File: config.mk
export PLATFORM = sky130hd
export DESIGN_NAME = mem_ctrl
export DESIGN_NICKNAME = d
export VERILOG_FILES = /design/src/rtl/mem_ctrl_pkg.sv /design/src/rtl/mem_ctrl.sv
export SDC_FILE = /design/constraint.sdc
export NUM_CORES = 1
export LEC_CHECK = 0
export ABC_AREA = 1
export CORE_UTILIZATION = 53
export DETAILED_ROUTE_END_ITERATION = 12
export PLACE_DENSITY = 0.86
export SYNTH_ARGS = -nofsm -noshare
export SYNTH_HDL_FRONTEND = slang
export SYNTH_SLANG_ARGS = --single-unit
File: constraint.sdc
create_clock -name clk -period 4.65 [get_ports clk]
set_input_delay 0.93 -clock clk [delete_from_list [all_inputs] [get_ports clk]]
set_output_delay 0.93 -clock clk [all_outputs]
set_load 0.005 [all_outputs]
File: src/rtl/mem_ctrl_pkg.sv
// Shared types and constants for the byte-serial memory controller.
// Imported by mem_ctrl; holds the FSM encoding, length codes and the IO window tag.
package mem_ctrl_pkg;

  typedef enum logic [1:0] {
    ST_IDLE     = 2'd0,
    ST_IF_READ  = 2'd1,
    ST_LS_READ  = 2'd2,
    ST_LS_WRITE = 2'd3
  } state_t;

  localparam logic [1:0] LEN_BYTE = 2'd0;
  localparam logic [1:0] LEN_HALF = 2'd1;
  localparam logic [1:0] LEN_WORD = 2'd2;

  localparam logic [1:0] IO_HI_DEFAULT = 2'b11;

  // Length code 3 is not a legal encoding and falls through to a full word.
  function automatic logic [2:0] byte_count(input logic [1:0] len);
    case (len)
      LEN_BYTE: return 3'd1;
      LEN_HALF: return 3'd2;
      LEN_WORD: return 3'd4;
      default:  return 3'd4;
    endcase
  endfunction

endpackage

File: src/rtl/mem_ctrl.sv
// Byte-serial bridge between the icache refill / load-store requesters and the
// external byte-wide RAM/IO bus, with IO back-pressure, flush and global freeze.
module mem_ctrl
  import mem_ctrl_pkg::*;
#(
  parameter logic [1:0] IO_HI_BITS = IO_HI_DEFAULT
) (
  input  logic        clk,
  input  logic        rst,
  input  logic        rdy,
  input  logic        clear,
  input  logic        if_req,
  input  logic [31:0] if_addr,
  output logic        if_done,
  output logic [31:0] if_data,
  input  logic        ls_req,
  input  logic        ls_wr,
  input  logic [1:0]  ls_len,
  input  logic [31:0] ls_addr,
  input  logic [31:0] ls_wdata,
  output logic        ls_done,
  output logic [31:0] ls_rdata,
  input  logic [7:0]  mem_din,
  output logic [7:0]  mem_dout,
  output logic [31:0] mem_a,
  output logic        mem_wr,
  input  logic        io_buffer_full
);

  state_t      state_reg, state_next;
  logic [2:0]  cnt_reg, cnt_next;
  logic [2:0]  len_n_reg, len_n_next;
  logic [31:0] addr_reg, addr_next;
  logic [31:0] wdata_reg, wdata_next;
  logic [31:0] asm_reg, asm_next;
  logic        if_done_reg, if_done_next;
  logic        ls_done_reg, ls_done_next;
  logic [31:0] if_data_reg, if_data_next;
  logic [31:0] ls_rdata_reg, ls_rdata_next;

  logic [31:0] byte_addr;
  logic [31:0] sampled_word;
  logic [7:0]  wdata_lane [4];
  logic [3:0]  lane_hit;
  logic        sampling;
  logic        io_stall;
  logic        wr_strobe;

  assign byte_addr = addr_reg + {29'd0, cnt_reg};

  // In a read state the counter runs one ahead of the sample: cycle cnt issues
  // byte cnt while the byte issued at cnt-1 is arriving on mem_din.
  assign sampling = ((state_reg == ST_IF_READ) || (state_reg == ST_LS_READ)) &&
                    (cnt_reg != 3'd0);

  genvar gi;
  generate
    for (gi = 0; gi < 4; gi++) begin : g_lane
      assign wdata_lane[gi] = wdata_reg[8*gi +: 8];
      assign lane_hit[gi]   = sampling && (cnt_reg == 3'(gi + 1));
      assign sampled_word[8*gi +: 8] = lane_hit[gi] ? mem_din : asm_reg[8*gi +: 8];
    end
  endgenerate

  assign io_stall = (state_reg == ST_LS_WRITE) &&
                    (byte_addr[17:16] == IO_HI_BITS) && io_buffer_full;

  // Bus drive: address parks at zero whenever no byte is being issued.
  always_comb begin
    mem_a     = '0;
    mem_dout  = '0;
    wr_strobe = 1'b0;
    case (state_reg)
      ST_IF_READ, ST_LS_READ: begin
        if (cnt_reg < len_n_reg) begin
          mem_a = byte_addr;
        end
      end
      ST_LS_WRITE: begin
        mem_a     = byte_addr;
        mem_dout  = wdata_lane[cnt_reg[1:0]];
        wr_strobe = !io_stall;
      end
      default: ;
    endcase
  end

  assign mem_wr   = wr_strobe & rdy;
  assign if_done  = if_done_reg;
  assign ls_done  = ls_done_reg;
  assign if_data  = if_data_reg;
  assign ls_rdata = ls_rdata_reg;

  always_comb begin
    state_next    = state_reg;
    cnt_next      = cnt_reg;
    len_n_next    = len_n_reg;
    addr_next     = addr_reg;
    wdata_next    = wdata_reg;
    asm_next      = asm_reg;
    if_done_next  = 1'b0;
    ls_done_next  = 1'b0;
    if_data_next  = if_data_reg;
    ls_rdata_next = ls_rdata_reg;

    case (state_reg)
      ST_IDLE: begin
        // A done pulse blocks acceptance so the requester's still-high req is not retaken.
        if (!clear && !if_done_reg && !ls_done_reg) begin
          if (ls_req) begin
            state_next = ls_wr ? ST_LS_WRITE : ST_LS_READ;
            addr_next  = ls_addr;
            wdata_next = ls_wdata;
            len_n_next = byte_count(ls_len);
            cnt_next   = 3'd0;
            asm_next   = '0;
          end else if (if_req) begin
            state_next = ST_IF_READ;
            addr_next  = if_addr;
            len_n_next = 3'd4;
            cnt_next   = 3'd0;
            asm_next   = '0;
          end
        end
      end

      ST_IF_READ, ST_LS_READ: begin
        if (clear) begin
          state_next = ST_IDLE;
          cnt_next   = 3'd0;
        end else begin
          asm_next = sampled_word;
          if (cnt_reg == len_n_reg) begin
            state_next = ST_IDLE;
            cnt_next   = 3'd0;
            if (state_reg == ST_IF_READ) begin
              if_done_next = 1'b1;
              if_data_next = sampled_word;
            end else begin
              ls_done_next  = 1'b1;
              ls_rdata_next = sampled_word;
            end
          end else begin
            cnt_next = cnt_reg + 3'd1;
          end
        end
      end

      ST_LS_WRITE: begin
        // Stores are already committed, so a flush does not interrupt them.
        if (wr_strobe) begin
          if (cnt_reg == len_n_reg - 3'd1) begin
            state_next   = ST_IDLE;
            cnt_next     = 3'd0;
            ls_done_next = 1'b1;
          end else begin
            cnt_next = cnt_reg + 3'd1;
          end
        end
      end

      default: state_next = ST_IDLE;
    endcase
  end

  always_ff @(posedge clk) begin
    if (rst) begin
      state_reg    <= ST_IDLE;
      cnt_reg      <= 3'd0;
      len_n_reg    <= 3'd0;
      addr_reg     <= '0;
      wdata_reg    <= '0;
      asm_reg      <= '0;
      if_done_reg  <= 1'b0;
      ls_done_reg  <= 1'b0;
      if_data_reg  <= '0;
      ls_rdata_reg <= '0;
    end else if (rdy) begin
      state_reg    <= state_next;
      cnt_reg      <= cnt_next;
      len_n_reg    <= len_n_next;
      addr_reg     <= addr_next;
      wdata_reg    <= wdata_next;
      asm_reg      <= asm_next;
      if_done_reg  <= if_done_next;
      ls_done_reg  <= ls_done_next;
      if_data_reg  <= if_data_next;
      ls_rdata_reg <= ls_rdata_next;
    end
  end

endmodule

==> metrics.md <==
| Metric | Value |
|---|---|
| Met3 usage | `~6.8%` |
| Die X-Extent | `between 100 and 150 µm` |
| Leading area contributor after synthesis | `dfxtp_1` |
| Synth top area cells | `dfxtp_1 41%, o21ai_0 10%, nor2_1 8.3%` |
| Routability Congestion | `0.897` |
| Vias in the first global route | `between 7000 and 8000` |
| Yosys warning count | `0` |
| Deepest clock path buffer count | `2` |
| Crit Path Category | `reg2out` |
| Post-CTS Setup Repair Bufs | `0` |
| Max Cap Viol | `0` |
| Status | `completed` |
| Maximum number of pins on one net before global-route repair | `67` |
| Drt first pass iters | `5` |
| Fmax | `227 MHz` |
| Critical path data arrival time | `~3500 ps` |
| Slowest CP cell | `ha_1` |
| Crit-path cells | `inv_1 -> ha_1 -> inv_2 -> nor2_1 -> o211ai_1 -> a21oi_2 -> buf_4 -> inv_1 -> a21oi_1 -> o21a_1 -> clkdlybuf4s50_1` |
| Post_cts resized | `0` |
| Die height | `127 µm` |
| Drc violations | `0` |
| Layout cells sized above 1 | `under 10%` |
| Slack of the critical path | `roughly 240 ps` |
| Post-synthesis sequential element count | `170` |
| Pwr Density | `367 mW/mm²` |
| Residual overflow from global routing | `0` |
| Setup violations, final | `0` |
| DPL Wire Length | `17.0 mm` |
| Wirelength per Cell | `15.8 µm` |
| Critical path's top delay family | `buffers and inverters` |
| RSZ-0062 raised after global routing | `false` |
| Tcrit/Tclk final | `94.7%` |
| Fillers | `between 1000 and 1500` |
| Yosys cell types | `45` |
| I/O Pins | `221` |
| Initial DRC Count | `slightly above 800` |
| Crit path largest cell delay | `between 500 and 600 ps` |
| Seq/Total Area, Yosys | `41.2%` |
| Clock transition at path regs | `70 ps` |
| Syn-to-layout area delta | `34.5%` |
| Syn_nets | `1288` |
| Vias/cell | `5.57` |
| Core Box Area | `0.0152 mm²` |
| Clk sinks | `170` |
| Share of the synthesized area in the top cell type | `roughly two fifths` |
| Pre-CTS setup slack | `739 ps` |
| Antenna violations before repair | `0` |
| Number of synthesized flops with an enable pin | `0` |
| Final wirelength | `roughly 24 mm` |
| Die area | `0.0161 mm²` |
| Pleak | `4.50 nW` |
| Post-DP Area | `roughly 0.011 mm²` |
| Gr usage total | `30.3%` |
| Placed cells | `between 1500 and 2000` |
| Clk root buf | `clkbuf_16` |
| Commonest cells after routing, fill and taps aside | `220 x clkdlybuf4s50_1, 181 x nor2_1, 170 x o21ai_0, 170 x dfxtp_1, 168 x nand2_1` |
| GR Util met2 | `47.2%` |
| Avg Inst Size Synth | `7.13 µm²` |
| Fraction of registers with async set/reset | `0%` |
| Worst-skew pair later-pin latency | `430 ps` |
| Power Total | `4.08 mW` |
| Syn Inst Count | `around 1200` |
| Routed vias | `8576` |
| Worst VDD drop | `between 200 and 300 µV` |
| Crit start category | `flop` |
| Num CTS Buffers | `17` |
| Fin crit period | `4410 ps` |
| Worst setup EP type | `primary output` |
| CP required | `3720 ps` |
| FP Rows | `45` |
| Crit path top cell by count | `inv_1` |
| Post-synth top flop | `dfxtp_1` |
| Initial Utilization | `54.3%` |
| GRT Max-Usage Layer | `met2` |
| Worst-Margin Slew | `1070 ps` |
| Final Hold Violating Endpoints | `0` |
| CTS tree | `done` |
| Setup_tns | `0 ps` |
| Hold Path Class | `reg2reg` |
| Worst Path Buf+Inv | `5` |
| Slew headroom | `28.3%` |
| Slew Viols, Final | `0` |
| Design Area, Final | `0.0111 mm²` |
| Leading cell type in the layout, fill and taps excluded | `clkdlybuf4s50_1` |
| Fin Clk Skew | `~9.2 ps` |
| Port buffer count | `220` |
| CTS Hold Bufs | `0` |
| First-pass GRT wire length | `38.8 mm` |
| Crit-path max FO | `28` |
| M1 GR Usage | `roughly two fifths` |
| H-tree lvl count | `4` |
| Final ANT Viol Nets | `0` |
| # nets final | `1469` |
| Final Non-Filler Cells | `1541` |
| R2r setup slk | `1670 ps` |
| Mapped Area | `0.00826 mm²` |
[path summary, 6_finish.rpt]
path | cells after the start | endpoint | startpoint
worst min register to register | 2 | asm_reg[24] | asm_reg[24]
worst min-delay path | 2 | asm_reg[24] | asm_reg[24]
worst max register to register | 9 | if_data[15] | state_reg[0]
worst max-delay path | 11 | mem_a[14] | state_reg[0]
[worst register-to-register path, cell delays in order (launching register included)]
cell	delay (ps)
dfxtp_1	360
inv_1	70
ha_1	510
inv_2	290
a21oi_2	230
nand3_1	460
o21ai_0	670
nand2_1	120
o211ai_1	120
inv_1	50
[synthesized netlist by cell type, drive strengths merged (2+ instances only)]
| cell | n |
|---|---|
| o211ai | 18 |
| or2 | 13 |
| dfxtp | 170 |
| nor2 | 197 |
| o211a | 3 |
| nor4 | 2 |
| o21ai | 173 |
| nor3b | 2 |
| nand4 | 4 |
| a31oi | 32 |
| xnor2 | 2 |
| xor2 | 2 |
| mux2 | 5 |
| clkbuf | 37 |
| clkinv | 2 |
| nand2 | 176 |
| o21a | 11 |
| inv | 101 |
| buf | 33 |
| ha | 15 |
| mux2i | 10 |
| nand3 | 24 |
| nor3 | 21 |
| a21oi | 100 |
[power breakdown]
group	internal (mW)	switching [mW]	total (mW)	leakage, nW
Sequential	1.61	0.101	1.71	1.38
Clock	0.778	0.647	1.43	0.286
Combinational	0.383	0.563	0.946	2.83
[metal layers]
metal / vias to the layer above / routed length [µm]
met5: - / 0
met2: 391 / 10700
met4: 0 / 726
li1: 4195 / -
met3: 65 / 2100
met1: 3925 / 10800
[area by class of cell]
| cell class | count | area (µm²) | area share (%) |
|---|---|---|---|
| diodes | 1 | 2.50 | 0.0225 |
| clock buffers | 19 | 443 | 3.99 |
| flip-flops and latches | 170 | 3400 | 30.6 |
| clock inverters | 13 | 155 | 1.40 |
| repair buffers | 232 | 2300 | 20.7 |
| well taps | 188 | 235 | 2.12 |
| multi-input cells | 815 | 4180 | 37.6 |
| inverters | 103 | 388 | 3.49 |
[stage by stage]
stage	hold slack, ps	utilization [%]
floorplan	430	-
global placement	439	69.2
detailed placement	445	69.2
CTS	455	73.1
global route	469	73.1
finish	455	73.1
[kinds of logic (layout without fill, tap and decap cells)]
| group | after synthesis | count (layout) | share of synthesized area, % |
|---|---|---|---|
| XOR/XNOR | 4 | 4 | 0.424 |
| other | 0 | 1 | 0 |
| AO/OA/AOI/OAI | 340 | 340 | 22.4 |
| multiplexers | 15 | 15 | 1.89 |
| buffers and inverters | 173 | 367 | 8.48 |
| adder cells (fa/ha/maj) | 16 | 16 | 2.51 |
| AND/OR/NAND/NOR | 440 | 440 | 23.1 |
| flip-flops | 170 | 170 | 41.2 |
No activity file was read; power rests on OpenSTA's default activity.
